`config.mk`:
```
export PLATFORM = sky130hd
export DESIGN_NAME = decode_queue
export DESIGN_NICKNAME = d
export VERILOG_FILES = /design/src/rtl/decode_queue.sv
export SDC_FILE = /design/constraint.sdc
export NUM_CORES = 1
export LEC_CHECK = 0
export BUFFER_PORTS_ARGS = -buffer_cell sky130_fd_sc_hd__buf_2
export CORE_ASPECT_RATIO = 0.8
export CORE_MARGIN = 2
export CORE_UTILIZATION = 25
export DETAILED_ROUTE_END_ITERATION = 8
export PLACE_DENSITY = 0.4
export SLEW_MARGIN = 30
export SYNTH_ARGS = -nofsm -noshare
export SYNTH_HDL_FRONTEND = slang
export SYNTH_SLANG_ARGS = --single-unit
```
`constraint.sdc`:
```
create_clock -name clk -period 10.9 [get_ports clk]
set_clock_uncertainty 0.1 [all_clocks]
set_input_delay 0.545 -clock clk [delete_from_list [all_inputs] [get_ports clk]]
set_output_delay 0.545 -clock clk [all_outputs]
set_load 0.01 [all_outputs]
```
`src/rtl/decode_queue.sv`:
```
// Buffered RV32I decode stage: DEPTH-entry fetch FIFO feeding a registered decode slot,
// with a one-cycle JAL redirect toward ifetch. Optional macro DECODE_ILLEGAL_EN adds out_illegal.
module decode_queue #(
  parameter int DEPTH      = 4,
  parameter int ADDR_WIDTH = 32
) (
  input  logic                  clk,
  input  logic                  rst_n_in,
  input  logic                  rdy_in,
  input  logic                  flush_in,
  input  logic                  in_valid,
  output logic                  in_ready,
  input  logic [ADDR_WIDTH-1:0] in_pc,
  input  logic [31:0]           in_inst,
  output logic                  out_valid,
  input  logic                  out_ready,
  output logic [6:0]            out_order,
  output logic [4:0]            out_rd,
  output logic [4:0]            out_rs1,
  output logic [4:0]            out_rs2,
  output logic [31:0]           out_imm,
  output logic [ADDR_WIDTH-1:0] out_pc,
`ifdef DECODE_ILLEGAL_EN
  output logic                  out_illegal,
`endif
  output logic                  redir_valid,
  output logic [ADDR_WIDTH-1:0] redir_pc
);

  localparam int PW = $clog2(DEPTH);
  localparam int CW = PW + 1;

  localparam logic [6:0] OP_LUI    = 7'b0110111;
  localparam logic [6:0] OP_AUIPC  = 7'b0010111;
  localparam logic [6:0] OP_JAL    = 7'b1101111;
  localparam logic [6:0] OP_JALR   = 7'b1100111;
  localparam logic [6:0] OP_IMM    = 7'b0010011;
  localparam logic [6:0] OP_REG    = 7'b0110011;
  localparam logic [6:0] OP_LOAD   = 7'b0000011;
  localparam logic [6:0] OP_STORE  = 7'b0100011;
  localparam logic [6:0] OP_BRANCH = 7'b1100011;

  logic [ADDR_WIDTH-1:0] pc_mem   [DEPTH];
  logic [31:0]           inst_mem [DEPTH];
  logic [PW-1:0]         wr_ptr, rd_ptr;
  logic [CW-1:0]         count;

  logic [ADDR_WIDTH-1:0] head_pc;
  logic [31:0]           head_inst;
  logic [6:0]            opc, f7;
  logic [2:0]            f3;
  logic [6:0]            d_order;
  logic [4:0]            d_rd, d_rs1, d_rs2;
  logic [31:0]           d_imm;
  logic                  d_jal;
  logic                  push, load, jal_load;
  logic [ADDR_WIDTH-1:0] jal_target;

  // Handshakes: a transfer happens on a posedge where valid && ready are both high;
  // valid never depends on ready, and a held (valid && !ready) beat keeps its data stable.
  assign in_ready = rdy_in && (count != CW'(DEPTH)) && !redir_valid;
  assign push     = in_valid && in_ready;
  assign load     = rdy_in && (count != '0) && (!out_valid || out_ready);
  assign jal_load = load && d_jal;

  assign head_pc    = pc_mem[rd_ptr];
  assign head_inst  = inst_mem[rd_ptr];
  assign opc        = head_inst[6:0];
  assign f3         = head_inst[14:12];
  assign f7         = head_inst[31:25];
  assign jal_target = head_pc + ADDR_WIDTH'($signed(d_imm));

  always_comb begin
    d_order = '0;
    d_rd    = '0;
    d_rs1   = '0;
    d_rs2   = '0;
    d_imm   = '0;
    d_jal   = 1'b0;
    case (opc)
      OP_LUI, OP_AUIPC: begin
        d_order = opc;
        d_rd    = head_inst[11:7];
        d_imm   = {head_inst[31:12], 12'b0};
      end
      OP_JAL: begin
        d_order = opc;
        d_rd    = head_inst[11:7];
        d_imm   = {{12{head_inst[31]}}, head_inst[19:12], head_inst[20], head_inst[30:21], 1'b0};
        d_jal   = 1'b1;
      end
      OP_JALR, OP_LOAD: begin
        d_order = (opc == OP_JALR) ? opc : {opc[6:4], f3, 1'b0};
        d_rd    = head_inst[11:7];
        d_rs1   = head_inst[19:15];
        d_imm   = {{20{head_inst[31]}}, head_inst[31:20]};
      end
      OP_IMM: begin
        d_order = {opc[6:4], f3, head_inst[30] && (f3 == 3'b101)};
        d_rd    = head_inst[11:7];
        d_rs1   = head_inst[19:15];
        // Shift-immediates carry a 5-bit shamt, not a signed immediate.
        if (f3 == 3'b001 || f3 == 3'b101) d_imm = {27'b0, head_inst[24:20]};
        else                              d_imm = {{20{head_inst[31]}}, head_inst[31:20]};
      end
      OP_REG: begin
        d_order = {opc[6:4], f3, head_inst[30] && (f3 == 3'b000 || f3 == 3'b101)};
        d_rd    = head_inst[11:7];
        d_rs1   = head_inst[19:15];
        d_rs2   = head_inst[24:20];
      end
      OP_STORE: begin
        d_order = {opc[6:4], f3, 1'b0};
        d_rs1   = head_inst[19:15];
        d_rs2   = head_inst[24:20];
        d_imm   = {{20{head_inst[31]}}, head_inst[31:25], head_inst[11:7]};
      end
      OP_BRANCH: begin
        d_order = {opc[6:4], f3, 1'b0};
        d_rs1   = head_inst[19:15];
        d_rs2   = head_inst[24:20];
        d_imm   = {{20{head_inst[31]}}, head_inst[7], head_inst[30:25], head_inst[11:8], 1'b0};
      end
      default: ;
    endcase
  end

`ifdef DECODE_ILLEGAL_EN
  logic d_illegal;

  always_comb begin
    d_illegal = 1'b0;
    case (opc)
      OP_LUI, OP_AUIPC, OP_JAL, OP_JALR: d_illegal = 1'b0;
      OP_IMM: begin
        if (f3 == 3'b001)      d_illegal = (f7 != 7'h00);
        else if (f3 == 3'b101) d_illegal = !(f7 == 7'h00 || f7 == 7'h20);
      end
      OP_REG:    d_illegal = !(f7 == 7'h00 || (f7 == 7'h20 && (f3 == 3'b000 || f3 == 3'b101)));
      OP_LOAD:   d_illegal = (f3 == 3'b011) || (f3 == 3'b110) || (f3 == 3'b111);
      OP_STORE:  d_illegal = (f3 >= 3'b011);
      OP_BRANCH: d_illegal = (f3 == 3'b010) || (f3 == 3'b011);
      default:   d_illegal = 1'b1;
    endcase
  end
`endif

  always_ff @(posedge clk) begin
    if (push) begin
      pc_mem[wr_ptr]   <= in_pc;
      inst_mem[wr_ptr] <= in_inst;
    end
  end

  always_ff @(posedge clk or negedge rst_n_in) begin
    if (!rst_n_in) begin
      count       <= '0;
      wr_ptr      <= '0;
      rd_ptr      <= '0;
      out_valid   <= 1'b0;
      out_order   <= '0;
      out_rd      <= '0;
      out_rs1     <= '0;
      out_rs2     <= '0;
      out_imm     <= '0;
      out_pc      <= '0;
`ifdef DECODE_ILLEGAL_EN
      out_illegal <= 1'b0;
`endif
      redir_valid <= 1'b0;
      redir_pc    <= '0;
    end else if (rdy_in) begin
      if (flush_in) begin
        count       <= '0;
        wr_ptr      <= '0;
        rd_ptr      <= '0;
        out_valid   <= 1'b0;
        redir_valid <= 1'b0;
      end else begin
        redir_valid <= jal_load;
        if (jal_load) redir_pc <= jal_target;

        if (load) begin
          out_valid   <= 1'b1;
          out_order   <= d_order;
          out_rd      <= d_rd;
          out_rs1     <= d_rs1;
          out_rs2     <= d_rs2;
          out_imm     <= d_imm;
          out_pc      <= head_pc;
`ifdef DECODE_ILLEGAL_EN
          out_illegal <= d_illegal;
`endif
        end else if (out_valid && out_ready) begin
          out_valid <= 1'b0;
        end

        // A JAL leaving the FIFO kills the wrong-path entries behind it and any same-edge push.
        if (jal_load) begin
          count  <= '0;
          rd_ptr <= wr_ptr;
        end else begin
          if (push) wr_ptr <= wr_ptr + PW'(1);
          if (load) rd_ptr <= rd_ptr + PW'(1);
          case ({push, load})
            2'b10:   count <= count + CW'(1);
            2'b01:   count <= count - CW'(1);
            default: ;
          endcase
        end
      end
    end
  end

endmodule

```
Word-level counts from Yosys, hierarchy flattened
Memory sizes are Yosys's and may differ from the RTL's.
Index checks and enable logic that the tools add are counted.
{"block": "op_classes", "addsub": 5, "mul": 0, "n_div": 0, "magnitude_cmp": 0, "eq_ne": 15, "n_shift": 0, "n_mux": 23, "n_bitwise": 1, "reduce_logical": 33}
{"cell": "32-bit case mux with 6 select lines", "n": 1}
{"cell": "7-bit case mux with 5 select lines", "n": 1}
{"cell": "32-bit adder", "n": 1}
{"cell": "32-bit two-way mux", "n": 1}
{"cell": "7-bit by 6-bit equality test with 1-bit output (second input constant)", "n": 3}
{"cell": "7-bit equality test (second input constant)", "n": 3}
{"cell": "5-bit two-way mux", "n": 3}
{"cell": "7-bit by 5-bit equality test with 1-bit output (second input constant)", "n": 2}
{"cell": "2-bit two-way mux", "n": 6}
{"cell": "1-bit logical AND", "n": 9}
{"cell": "3-bit AND reduction", "n": 3}
{"cell": "3-bit nonzero test", "n": 3}
{"cell": "7-bit by 2-bit equality test with 1-bit output (second input constant)", "n": 1}
{"cell": "1-bit two-way mux", "n": 7}
{"cell": "7-bit OR reduction", "n": 1}
{"cell": "3-bit two-way mux", "n": 2}
{"cell": "3-bit case mux with 2 select lines", "n": 1}
{"cell": "2-bit AND reduction", "n": 3}
{"cell": "2-bit OR reduction", "n": 3}
{"cell": "3-bit OR reduction", "n": 2}
{"cell": "6-bit OR reduction", "n": 1}
{"cell": "2-bit by 1-bit adder with 2-bit output (second input constant)", "n": 2}
{"cell": "4-bit two-way mux", "n": 1}
{"cell": "4-bit nonzero test", "n": 1}
{"cell": "other kinds (13)", "n": 16}
{"block": "totals", "register_bits": 127, "latchBits": 0, "ram_bits": 256, "romBits": 0, "out_inout_bits": 121, "word_cells": 91, "memories": 2}
{"memory": "inst_mem", "words": 4, "word_bits": 32, "read_ports": 1, "rd_ports_with_merged_regs": 0, "write_ports": 1, "line_no": "44", "text": "logic [31:0] inst_mem [DEPTH];"}
{"memory": "pc_mem", "words": 4, "word_bits": 32, "read_ports": 1, "rd_ports_with_merged_regs": 0, "write_ports": 1, "line_no": "43", "text": "logic [ADDR_WIDTH-1:0] pc_mem [DEPTH];"}

Longest topological paths before layout
Gate-level depths: netlist of the first run.
{"block": "logic_depth", "depth_word": 8, "ltp_mapped": 20}

Worst setup path after synthesis of the first run
Ideal clock, no wire load.
{"block": "synth_timing", "path_type": "register to register", "startpoint": "reg rd_ptr[0]", "endpoint": "reg redir_pc[19]", "setup_ps": 131, "arrival_time_ps": 4247, "required_time_ps": 10669, "slack_ps": 6422, "stages_incl_launch_ff": 17, "n_path_buf": 3, "synth_period_minus_slack_ps": 4478, "cell_sequence": "dfrtp_1 > buf_6 > buf_2 > buf_1 > mux4_2 > a22oi_1 > inv_1 > ha_1 > a21oi_1 > nor2_1 > o21a_1 > o21ai_0 > a21oi_1 > o21a_1 > o2111a_1 > o2111a_1 > or3_1"}
{"block": "synth_via", "elab_cells_between_ends": 21}
{"element": "start: declaration", "line_no": "45", "text": "logic [PW-1:0] wr_ptr, rd_ptr;"}
{"element": "start signal: assignment", "line_no": "201", "text": "rd_ptr <= wr_ptr;"}
{"element": "start signal: assignment", "line_no": "204", "text": "if (load) rd_ptr <= rd_ptr + PW'(1);"}
{"element": "memory 4 x 32 bit (*)"}
{"element": "7-bit equality test (tied with other cells)", "line_no": "80", "text": "case (opc)"}
{"element": "2-bit OR reduction (on tied branches)"}
{"element": "32-bit case mux with 6 select lines (*)", "line_no": "80"}
{"element": "named net d_imm[1]", "line_no": "54", "text": "logic [31:0] d_imm;"}
{"element": "32-bit adder (*)", "line_no": "71", "text": "assign jal_target = head_pc + ADDR_WIDTH'($signed(d_imm));"}
{"element": "end signal: assignment", "line_no": "181", "text": "if (jal_load) redir_pc <= jal_target;"}
{"element": "end: declaration", "line_no": "27", "text": "output logic [ADDR_WIDTH-1:0] redir_pc"}
Mark *: on every way through the listed nets, which the timed path passes. The rest lies on a longest branch.
A chain may end at the register's enable or synchronous reset.

Worst setup path after layout of the first run
{"block": "layout_timing", "startpoint": "reg rd_ptr[0]", "endpoint": "reg redir_pc[31]"}
{"block": "layout_via", "elab_chain_len": 6, "elab_cells_between_ends": 21}
{"element": "memory 4 x 32 bit (*)"}
{"element": "3-bit by 1-bit equality test with 1-bit output or 3-bit equality test (tied branches)", "line_no": "103", "text": "if (f3 == 3'b001 || f3 == 3'b101) d_imm = {27'b0, head_inst[24:20]};"}
{"element": "1-bit logical OR", "line_no": "103"}
{"element": "32-bit two-way mux", "line_no": "103"}
{"element": "32-bit case mux with 6 select lines (*)", "line_no": "80"}
{"element": "named net d_imm[20]", "line_no": "54"}
{"element": "32-bit adder (*)", "line_no": "71"}
Marked as above.

==> results by group, run 1 <==
STA
  • Slew Viols, Final: 0
  • RSZ-0062 raised after global routing: false
  • Final Hold Fails: 0
  • Worst slew pin tran: 0.9376 ns
  • Achievable Freq: 0.1719 GHz
  • Slew margin rel.: 0.3749
  • TNS Setup: 0 ns
  • Final setup margin: 5.083 ns
  • Min Tclk post-route: 5.817 ns
  • Crit share post-route: 0.5336
  • # setup viols final: 0

Yosys
  • Main synth FF type: edfxtp_1
  • Post-Syn Instances: 1,139
  • Syn_area_per_cell: 14.22 um^2
  • Synth Area in Simple Gates: 0.09492
  • Distinct cells, synth: 63
  • Compound-cell area share of the yosys netlist: 0.07955
  • Synthesis warning total: 0
  • Synth Net Count: 1,247
  • Post-synth EDFFs: 256
  • Post-synthesis adder-cell area fraction: 0.03027
  • Largest family of logic cells by synthesized area: simple AND/OR/NAND/NOR gates
  • XOR/XNOR share of the synthesized area: 0.01297
  • Mux share of post-synthesis cell area: 0.09376
  • Synthesis-stage register bit count: roughly 380
  • Mapped Area: 0.01620 mm^2
  • Async SR Flop Fraction: 0.3316
  • Post-synthesis sequential area ratio: 0.6707

Clock network
  • Sink Count: about 380
  • Clock Tree Buf Depth: 3
  • H-tree Lvls: 2
  • CTS tree: yes
  • # resized after CTS: 0
  • CTS Buf Count: 43
  • Clk slew on worst S/H paths: 0.06 ns
  • Clk_lat worst skew: 0.57 ns
  • CTS Root Cell: clkbuf_16

Worst setup path
  • Critical Path Start: rd_ptr[0]$_DFFE_PN0P_
  • Reg2Reg Depth: 17
  • Worst setup path category: flip-flop to flip-flop
  • Reg2reg start: rd_ptr[0]$_DFFE_PN0P_
  • Worst Path Max Fanout: 30
  • WP data required: 11.25 ns
  • Reg2reg setup slack: about 5 ns
  • Startpoint types: flip-flop
  • Critical Path Sink Type: flip-flop
  • Crit path arrival time: 6.17 ns
  • Crit Reg-Reg Endpoint: redir_pc[31]$_DFFE_PN0P_

Run status
  • Status: finished clean

Pwr
  • Logic pwr share: 0.295
  • Clk pwr share: 0.311
  • Final total power: 4.872 mW
  • Max VDD drop: between 0.0001 and 0.00015 V
  • Psw: 1.638 mW
  • Sw frac: 0.3362
  • Internal power: 3.234 mW
  • Power per cell area: approximately 250 mW/mm^2
  • Sequential share of power: 0.394
  • Pleak: 7.988 nW

Placement
  • Post-place setup slack: 5.025 ns
  • Placed Instance Area: around 0.018 mm^2
  • Port Buffers: 190
  • Post-DP HPWL: 34,570 um
  • Final RePlAce weighted congestion: 0.7953

Finish
  • Commonest non-fill, non-tap cell in the layout: edfxtp_1
  • Ratio of cells with drive above 1 in the final layout: 0.2631
  • Layout net count: around 1,400
  • Final Instance Area: 0.01962 mm^2
  • Commonest non-fill, non-tap cells in the layout: edfxtp_1 (256), nand2_1 (229), buf_2 (189), dfrtp_1 (125)
  • Fin util: 0.3057
  • Synth-to-layout area growth: 21.12%
  • Ant. Diodes: 0

Detailed routing
  • Vias: around 10,000
  • Vias per cell: 4.510
  • 1st-pass router iterations: 5
  • Wirelength per Cell: 22.11 um
  • Post-route DRC: 0
  • Initial DRC count: 650
  • Final WL: between 40,000 and 50,000 um
  • Antenna viol nets, final: 0

Hold path
  • Hold depth: 1
  • Hold endpoint: inst_mem[1][7]$_DFFE_PP_
  • HP Class: primary input to flip-flop
  • Worst hold start: in_inst[7]

Floorplanning
  • Die Ht: 231.7 um
  • IO Pins: 191
  • Row Count: 83
  • Core box area: between 0.06 and 0.07 mm^2
  • Initial cell density of the core: 0.2524
  • Die X: 288.6 um
  • Total die area: 0.06687 mm^2

Flow run
  • Number of max-cap violations: 0

Global route
  • Pin count of the biggest net entering global routing: 81
  • Gr ovfl total: 0
  • Global-route wire length before repair: 70,900 um
  • GRT Util Overall: 0.1462
  • Initial antenna violation count: 12
  • Vias in the first global route: about 10,000
-- cell type report --
type / count / area (um^2)
sequential: 383 / 10870
multi-input combinational: 683 / 5060
timing repair buffer: 203 / 1065
clock buffer: 61 / 1236
fill: 6511 / 44560
tap: 850 / 1064
clock inverter: 19 / 240.2
inverter: 23 / 86.33
-- how the worst max path moves through the flow --
stage	depth (start not counted)	to
6_report	17	redir_pc[31]$_DFFE_PN0P_
4_1_cts	17	redir_pc[31]$_DFFE_PN0P_
3_3_place_gp	17	redir_pc[31]$_DFFE_PN0P_
3_5_place_dp	17	redir_pc[31]$_DFFE_PN0P_
5_1_grt	17	redir_pc[31]$_DFFE_PN0P_
2_1_floorplan	16	redir_pc[19]$_DFFE_PN0P_
-- synthesized netlist by cell type, types with 2 or more instances --
cell / number / area, um^2
nor3_1: 16 / 80.08
inv_1: 23 / 86.33
nand3_1: 12 / 60.06
clkbuf_1: 36 / 135.1
xnor2_1: 15 / 131.4
and3_1: 10 / 62.56
or3_1: 6 / 37.54
dfrtp_1: 127 / 3178
o41ai_1: 3 / 26.28
o21bai_1: 5 / 37.54
o211ai_1: 3 / 22.52
mux4_2: 63 / 1419
xor2_1: 9 / 78.83
and2_1: 8 / 50.05
a31oi_1: 14 / 87.58
nor3b_1: 2 / 15.01
buf_2: 6 / 30.03
ha_1: 36 / 450.4
and4_1: 2 / 17.52
a22oi_1: 2 / 15.01
mux2_2: 8 / 90.09
o22ai_1: 3 / 18.77
o21ai_0: 63 / 315.3
fa_1: 2 / 40.04
a311oi_1: 2 / 17.52
nor2_1: 39 / 146.4
nand2_1: 230 / 863.3
o31ai_1: 7 / 52.55
a211oi_1: 6 / 45.04
or2_2: 4 / 25.02
a21oi_1: 31 / 155.2
o21a_1: 6 / 45.04
a21o_1: 16 / 120.1
a31o_2: 3 / 26.28
buf_1: 7 / 26.28
nor2b_1: 3 / 18.77
edfxtp_1: 256 / 7687
o2111a_1: 2 / 22.52
a2111oi_0: 2 / 17.52
nand4_1: 3 / 18.77
nand2b_1: 8 / 50.05
a22o_1: 19 / 166.4
-- stage by stage --
step / std cells / hold WS (ns)
2_1_floorplan: 1139 / 0.1494
3_3_place_gp: 2141 / 0.3537
3_5_place_dp: 2141 / 0.3581
4_1_cts: 2222 / 0.04666
5_1_grt: 2222 / 0.05933
6_report: 2222 / 0.08289
-- metal layers --
layer,wire length (um),vias to the layer above,GRT usage
li1,-,4692,-
met1,23500,5032,0.2071
met2,22260,215,0.2283
met3,2514,62,0.03396
met4,730,20,0.03044
met5,128,-,0
-- cells by family (layout without fill, tap and decap cells) --
logic type,Yosys count,after routing
AOI/OAI and AO/OA,197,197
xor gates and xnor gates,24,24
adders and majority gates,38,38
buffers and inverters,73,306
DFF,383,383
muxes,72,72
and+or+nand+nor,352,352
-- state kept, by name, indices dropped and copies added (netlist names) --
name / cells
redir_valid: 1
out_valid: 1
count: 3
out_pc: 32
pc_mem: 128
out_rd: 5
out_rs2: 5
out_rs1: 5
out_order: 7
wr_ptr: 2
out_imm: 32
rd_ptr: 2
redir_pc: 32
inst_mem: 128
-- timing repair --
item	in CTS	in global routing
endpoints found under the hold margin	66	0
setup buffers	0	0
hold buffers	1	0
-- power groups by stage --
stage	Combinational [mW]	Clock [mW]	Sequential, mW
floorplan	0.894	0	1.93
global placement	1.47	0	1.95
detailed placement	1.47	0	1.96
CTS	1.47	1.57	1.93
global route	1.58	1.62	1.95
finish	1.44	1.52	1.92
-- worst max-delay path, stage by stage, from the launching register on --
cell and delay (ns):
dfrtp_4 0.83, mux4_2 0.70, or3_4 0.44, a21oi_2 0.15, o21ai_2 0.13, nand2b_1 0.22
nand2_1 0.45, nand2_1 0.27, ha_1 0.32, a2111oi_0 0.38, o21ai_0 0.17, o21ai_0 0.21
o221ai_1 0.21, nor3_1 0.31, o31ai_1 0.18, a211oi_1 0.29, mux2i_1 0.23, nand2_1 0.07
(Power assumes the default switching activity.)
==> inputs of run 2 (changes only) <==
--- a/config.mk
+++ b/config.mk
@@ -10,7 +10,7 @@
 export CORE_MARGIN = 2
 export CORE_UTILIZATION = 25
 export DETAILED_ROUTE_END_ITERATION = 8
-export PLACE_DENSITY = 0.4
+export PLACE_DENSITY = 0.41
 export SLEW_MARGIN = 30
 export SYNTH_ARGS = -nofsm -noshare
 export SYNTH_HDL_FRONTEND = slang
==> constraint.sdc (replaced) <==
create_clock -name clk -period 5 [get_ports clk]
set_clock_uncertainty 0.1 [all_clocks]
set_input_delay 0.25 -clock clk [delete_from_list [all_inputs] [get_ports clk]]
set_output_delay 0.25 -clock clk [all_outputs]
set_load 0.01 [all_outputs]
==> run 2 against run 1 <==
Worst hold slack got worse by 0.020 ns. Design area is 5.8% higher. Via count rose by 4.9%. Clock-buffer cell count fell by 2. Highest routed layer unchanged.
==> results by group, run 2 (synthesis results as in run 1) <==
Run status
  • Status: finished clean

Finish
  • Commonest non-fill, non-tap cells in the layout: edfxtp_1 (256), nand2_1 (229), buf_2 (189), dfrtp_1 (125), dlygate4sd3_1 (69)
  • Ratio of cells with drive above 1 in the final layout: 0.2856 (+0.02250)
  • Final Instance Area: 0.02076 mm^2 (+5.8%)
  • Fillcell total: 6,450 (-0.94%)
  • Commonest non-fill, non-tap cell in the layout: edfxtp_1
  • Top flop regs: inst_mem (128), pc_mem (128)
  • Storage element area: 0.01087 mm^2 (unchanged)
  • Layout net count: 1,554 (+7.5%)
  • Final non-filler cell total: 2,334 (+5.0%)
  • Footprint of the multi-input gates: 0.005175 mm^2 (+2.3%)
  • Synth-to-layout area growth: 28.17%
  • Fin util: 0.3235 (+0.01782)

Placement
  • Post-DP HPWL: 35,620 um (+3.0%)
  • Final RePlAce weighted congestion: 0.8842 (+11%)
  • Placed Instance Area: 0.01845 mm^2 (+1.7%)
  • Dpl cells: 2,181 (+1.9%)
  • Port Buffers: 190 (unchanged)

Floorplanning
  • IO Pins: 191 (unchanged)
  • Row Count: 83 (unchanged)
  • Total die area: 0.06687 mm^2 (unchanged)
  • Die X: 288.6 um (unchanged)
  • Core box area: 0.06418 mm^2 (unchanged)
  • Die Ht: 231.7 um (unchanged)
  • Initial cell density of the core: 0.2524 (unchanged)

STA
  • Min Tclk post-route: 4.721 ns (-1.096 ns)
  • # setup viols final: 0 (unchanged)
  • Achievable Freq: 0.2118 GHz (+23%)
  • RSZ-0062 raised after global routing: true
  • Crit share post-route: 0.9441 (+0.4105)
  • Slew Viols, Final: 0 (unchanged)
  • Fin Hold WS: 0.06304 ns (-0.01985 ns)
  • Slew margin rel.: 0.3673 (-0.007594)
  • Worst slew pin tran: 0.9490 ns (+0.01139 ns)
  • Final Hold Fails: 0 (unchanged)
  • TNS Setup: 0 ns (unchanged)

Detailed routing
  • Post-route DRC: 0 (unchanged)
  • Initial DRC count: 847 (+30%)
  • Final WL: 49,480 um (+0.70%)
  • Wirelength per Cell: 21.20 um (-4.1%)
  • 1st-pass router iterations: 5 (unchanged)
  • Antenna viol nets, final: 0 (unchanged)
  • Vias per cell: 4.503 (-0.14%)
  • Vias: 10,510 (+4.9%)

Clock network
  • CTS tree: yes
  • CTS Root Cell: clkbuf_16
  • CTS Buf Count: 43 (unchanged)
  • H-tree Lvls: 2 (unchanged)
  • Sink Count: 383 (unchanged)
  • Clk_lat worst skew: 0.57 ns (about the same)
  • Clock Tree Buf Depth: 3 (unchanged)
  • Clk slew on worst S/H paths: 0.06 ns (about the same)

Hold path
  • HP Class: primary input to flip-flop
  • Hold depth: 4 (+3)

Global route
  • Vias in the first global route: 10,490 (+3.4%)
  • Gr ovfl total: 0 (unchanged)
  • Global-route wire length before repair: 71,810 um (+1.3%)
  • Initial antenna violation count: 6 (-6)
  • Pin count of the biggest net entering global routing: 75 (-7.4%)
  • GRT Util Overall: 0.1475 (+0.001225)

Worst setup path
  • Startpoint types: flip-flop
  • WP data required: 5.35 ns (-5.90 ns)
  • Crit path arrival time: 5.07 ns (-1.10 ns)
  • Worst path cell trace: buf_4 -> inv_1 -> mux4_2 -> nand2b_2 -> nor3_2 -> buf_4 -> a22o_1 -> ha_1 -> nor2b_1 -> o2111ai_1 -> nor4bb_4 -> nor3_1 -> o31ai_2 -> o21ai_0 -> o22ai_1 -> xor2_1 -> o21ai_0
  • Levels on crit path: 17 (unchanged)
  • Delay-heaviest family, CP: compound AO/OA/AOI/OAI gates
  • Critical Path Sink Type: flip-flop
  • Worst setup path category: flip-flop to flip-flop
  • WP buf/inv: 3 (+3)
  • Reg2Reg Depth: 17 (unchanged)
  • Worst Path Max Fanout: 9 (-70%)
  • Slowest CP cell: mux4_2
  • Slowest stage delay, CP: 0.60 ns (-0.23 ns)

Pwr
  • Pleak: 8.516 nW (+6.6%)
  • Max VDD drop: 0.0002344 V (+120%)
  • Power per cell area: 524.5 mW/mm^2 (+110%)

Flow run
  • Number of max-cap violations: 0 (unchanged)
[run 2: changes by cell type in the layout (fill, tap and decap cells not counted), moves of 3 or more]
| cell | delta |
|---|---|
| o21ai_1 | +4 |
| nor3_2 | +3 |
| dlygate4sd3_1 | +68 |
| a21oi_1 | -3 |
| o21ai_0 | -6 |
| nor3_1 | -3 |
| buf_4 | +42 |
| diode_2 | +3 |
| a21oi_2 | +3 |
[run 2: layout make-up]
| cell class | instances | share of cell area |
|---|---|---|
| flip-flops and latches | 383 | 0.5235 |
| clock inverters | 21 | 0.01476 |
| diodes | 3 | 0.0003615 |
| well taps | 850 | 0.05122 |
| inverters | 23 | 0.004158 |
| repair buffers | 312 | 0.09912 |
| clock buffers | 59 | 0.05766 |
| multi-input cells | 683 | 0.2492 |
[run 2: path summary, 6_finish.rpt]
kind | start | end | slack (ns)
setup / recovery | rd_ptr[0]$_DFFE_PN0P_ | redir_pc[30]$_DFFE_PN0P_ | 0.28
hold / removal | in_valid | wr_ptr[0]$_DFFE_PN0P_ | 0.06
setup reg to reg | rd_ptr[0]$_DFFE_PN0P_ | redir_pc[30]$_DFFE_PN0P_ | 0.28
hold reg to reg | out_pc[29]$_DFFE_PN0P_ | out_pc[29]$_DFFE_PN0P_ | 0.37
max in group asynchronous | rst_n_in | out_pc[20]$_DFFE_PN0P_ | 3.58
min in group asynchronous | rst_n_in | redir_pc[23]$_DFFE_PN0P_ | 0.36
[run 2: power breakdown]
part / internal [mW] / leakage (nW) / switching [mW] / total [mW]
logic: 1.39 / 3.77 / 2.02 / 3.42
clock network: 2.05 / 0.724 / 1.31 / 3.36
registers: 3.84 / 4.02 / 0.277 / 4.12
[run 2: repair_timing]
item,4_1_cts,5_1_grt
pin swaps,0,1
gates resized for setup,3,26
hold endpoints to repair,389,0
endpoints found under the setup margin,7,14
setup buffers,0,1
hold buffers,69,0
[run 2: per-layer routing]
| metal | GRT usage | up-vias | share of wire |
|---|---|---|---|
| met5 | 0 | - | 0.00063 |
| met4 | 0.03286 | 6 | 0.015 |
| met3 | 0.02963 | 58 | 0.056 |
| met2 | 0.2247 | 269 | 0.45 |
| met1 | 0.2157 | 5271 | 0.48 |
| li1 | - | 4907 | - |
[run 2: stage by stage]
step | worst slack, ns | power, mW
after floorplan | 0.5217 | 6.163
after global routing | -0.01308 | 11.52
after detailed placement | -0.1639 | 7.559
after CTS | 0.008376 | 11.04
after global placement | -0.07251 | 7.539
final | 0.2794 | 10.89
[run 2: worst reg2reg max path, cell delays in order (launching register included)]
cell and delay, ns:
dfrtp_4 0.55, buf_4 0.20, inv_1 0.11, mux4_2 0.60, nand2b_2 0.26, nor3_2 0.19, buf_4 0.17, a22o_1 0.18
ha_1 0.28, nor2b_1 0.16, o2111ai_1 0.26, nor4bb_4 0.39, nor3_1 0.16, o31ai_2 0.35, o21ai_0 0.18, o22ai_1 0.23
xor2_1 0.15, o21ai_0 0.08
==> inputs of run 3 (changes only) <==
--- a/config.mk
+++ b/config.mk
@@ -8,9 +8,10 @@
 export BUFFER_PORTS_ARGS = -buffer_cell sky130_fd_sc_hd__buf_2
 export CORE_ASPECT_RATIO = 0.8
 export CORE_MARGIN = 2
-export CORE_UTILIZATION = 25
+export CORE_UTILIZATION = 30
 export DETAILED_ROUTE_END_ITERATION = 8
-export PLACE_DENSITY = 0.41
+export MAX_ROUTING_LAYER = met4
+export PLACE_DENSITY = 0.47
 export SLEW_MARGIN = 30
 export SYNTH_ARGS = -nofsm -noshare
 export SYNTH_HDL_FRONTEND = slang
==> run 3 against run 2 <==
Global-route usage is 2.6 points higher. Total power is 2.5% lower. Setup slack worse by 0.015 ns. Maximum frequency is 0.31% lower.
==> results by group, run 3 (synthesis results as in run 1) <==
Finish
  • Commonest non-fill, non-tap cells in the layout: edfxtp_1 (256), nand2_1 (229), buf_2 (189), dfrtp_1 (125), dlygate4sd3_1 (68)
  • Layout net count: 1,553 (-0.064%)
  • Ratio of cells with drive above 1 in the final layout: 0.2764 (-0.009195)
  • Commonest non-fill, non-tap cell in the layout: edfxtp_1
  • Top flop regs: inst_mem (128), pc_mem (128)
  • Final Instance Area: 0.02036 mm^2 (-2.0%)
  • Synth-to-layout area growth: 25.66%
  • Fin util: 0.3796 (+0.05603)

Clock network
  • CTS tree: yes
  • Clock Tree Buf Depth: 3 (unchanged)
  • H-tree Lvls: 2 (unchanged)
  • Clk slew on worst S/H paths: 0.06 ns (about the same)
  • CTS Buf Count: 42 (-2.3%)
  • CTS Root Cell: clkbuf_16
  • Clk_lat worst skew: 0.57 ns (about the same)
  • Sink Count: 383 (unchanged)

Hold path
  • Hold endpoint: wr_ptr[0]$_DFFE_PN0P_
  • Worst hold start: in_valid
  • HP Class: primary input to flip-flop
  • Hold depth: 4 (unchanged)

Worst setup path
  • Reg2Reg Depth: 18 (+1)
  • Worst Path Max Fanout: 9 (unchanged)
  • Crit path arrival time: 5.10 ns (+0.03 ns)
  • Slowest stage delay, CP: 0.58 ns (-0.02 ns)
  • Reg2reg start: rd_ptr[0]$_DFFE_PN0P_
  • Worst path cell trace: inv_1 -> mux4_2 -> nand2b_1 -> nor3_2 -> a32o_1 -> ha_1 -> inv_1 -> fa_1 -> nor2b_1 -> o2111ai_1 -> nor4bb_1 -> buf_4 -> nor3_1 -> o31ai_2 -> o21ai_0 -> o22ai_1 -> xor2_1 -> o21ai_0
  • Crit Reg-Reg Endpoint: redir_pc[30]$_DFFE_PN0P_
  • Slowest CP cell: mux4_2
  • Reg2reg setup slack: 0.26 ns (about the same)
  • Startpoint types: flip-flop
  • WP data required: 5.37 ns (+0.02 ns)
  • Worst setup path category: flip-flop to flip-flop
  • Critical Path Sink Type: flip-flop

Global route
  • Pin count of the biggest net entering global routing: 75 (unchanged)
  • Global-route wire length before repair: 69,370 um (-3.4%)
  • Initial antenna violation count: 2 (-4)
  • Gr ovfl total: 0 (unchanged)
  • Vias in the first global route: 10,600 (+1.1%)
  • GRT Util Overall: 0.1736 (+0.02611)

Placement
  • Port Buffers: 190 (unchanged)
  • Placed Instance Area: 0.01824 mm^2 (-1.1%)
  • Final RePlAce weighted congestion: 0.8814 (-0.32%)
  • Post-DP HPWL: 33,890 um (-4.8%)

STA
  • # setup viols final: 0 (unchanged)
  • Slew Viols, Final: 0 (unchanged)
  • Crit share post-route: 0.9470 (+0.002912)
  • Achievable Freq: 0.2112 GHz (-0.31%)
  • Final Hold Fails: 0 (unchanged)
  • Min Tclk post-route: 4.735 ns (+0.01456 ns)
  • Worst slew pin tran: 0.8983 ns (-0.05063 ns)
  • Fin Hold WS: 0.08713 ns (+0.02409 ns)
  • TNS Setup: 0 ns (unchanged)
  • Slew margin rel.: 0.4011 (+0.03375)

Floorplanning
  • IO Pins: 191 (unchanged)
  • Total die area: 0.05589 mm^2 (-16%)
  • Row Count: 76 (-8.4%)
  • Initial cell density of the core: 0.3021 (+0.04964)
  • Core box area: 0.05363 mm^2 (-16%)
  • Die Ht: 211.9 um (-8.6%)
  • Die X: 263.8 um (-8.6%)

Pwr
  • Final total power: 10.61 mW (-2.5%)
  • Pleak: 8.429 nW (-1.0%)
  • Power per cell area: 521.4 mW/mm^2 (-0.60%)
  • Max VDD drop: 0.0002204 V (-6.0%)

Flow run
  • Number of max-cap violations: 0 (unchanged)

Detailed routing
  • Vias per cell: 4.812 (+6.9%)
  • Final WL: 47,050 um (-4.9%)
  • Initial DRC count: 697 (-18%)
  • Post-route DRC: 0 (unchanged)
  • Wirelength per Cell: 21.58 um (+1.8%)
  • 1st-pass router iterations: 5 (unchanged)
  • Antenna viol nets, final: 0 (unchanged)
  • Vias: 10,490 (-0.19%)

Run status
  • Status: finished clean
==> run 3: worst max path at each step <==
stage,from,endpoint,depth (start not counted)
finish,rd_ptr[0]$_DFFE_PN0P_,redir_pc[30]$_DFFE_PN0P_,18
global route,rd_ptr[0]$_DFFE_PN0P_,redir_pc[20]$_DFFE_PN0P_,19
floorplan,rd_ptr[0]$_DFFE_PN0P_,redir_pc[19]$_DFFE_PN0P_,16
CTS,rd_ptr[0]$_DFFE_PN0P_,redir_pc[20]$_DFFE_PN0P_,19
global placement,rd_ptr[0]$_DFFE_PN0P_,redir_pc[19]$_DFFE_PN0P_,17
detailed placement,rd_ptr[0]$_DFFE_PN0P_,redir_pc[30]$_DFFE_PN0P_,18
==> run 3: metal layers <==
| metal | vias up | global-route usage | part of all wire |
|---|---|---|---|
| li1 | 4891 | - | - |
| met1 | 5292 | 0.2413 | 0.48 |
| met2 | 237 | 0.2604 | 0.45 |
| met3 | 71 | 0.02885 | 0.041 |
| met4 | 0 | 0.05545 | 0.027 |
| met5 | - | - | 0 |
==> run 3: cell type report <==
type	instances	area [um^2]
Clock buffer	58	1202
Multi-Input combinational cell	683	5100
Timing Repair Buffer	312	2043
Tap cell	702	878.3
Antenna cell	2	5.005
Inverter	23	86.33
Clock inverter	17	171.4
Sequential cell	383	10870
Fill cell	5191	33270
==> run 3: power breakdown <==
group          total (mW)  switching, mW  internal, mW
Clock                3.10           1.27          1.84
Sequential           4.13          0.286          3.84
Combinational        3.38           2.00          1.39
==> run 3: stage by stage <==
stage,setup WS [ns],instances
after CTS,0.1559,2175
after global placement,0.2386,2032
after floorplan,0.5217,1139
after global routing,-0.009051,2180
final,0.2648,2180
after detailed placement,0.1763,2032
==> run 3: repair_timing <==
item / in CTS / in global routing
resized for setup: 0 / 11
setup endpoints to repair: 0 / 8
endpoints found under the hold margin: 334 / 0
buffers inserted: 0 / 3
hold buffers: 68 / 0
==> run 3: worst max-delay path: cells and delay by family (launching register included) <==
| kind | cells | cell delay [ns] |
|---|---|---|
| flip-flops | 1 | 0.54 |
| AND/OR/NAND/NOR | 5 | 1.18 |
| AO/OA/AOI/OAI | 6 | 1.14 |
| multiplexers | 1 | 0.58 |
| XOR/XNOR | 1 | 0.15 |
| buffers and inverters | 3 | 0.34 |
| adder cells (fa/ha/maj) | 2 | 0.59 |
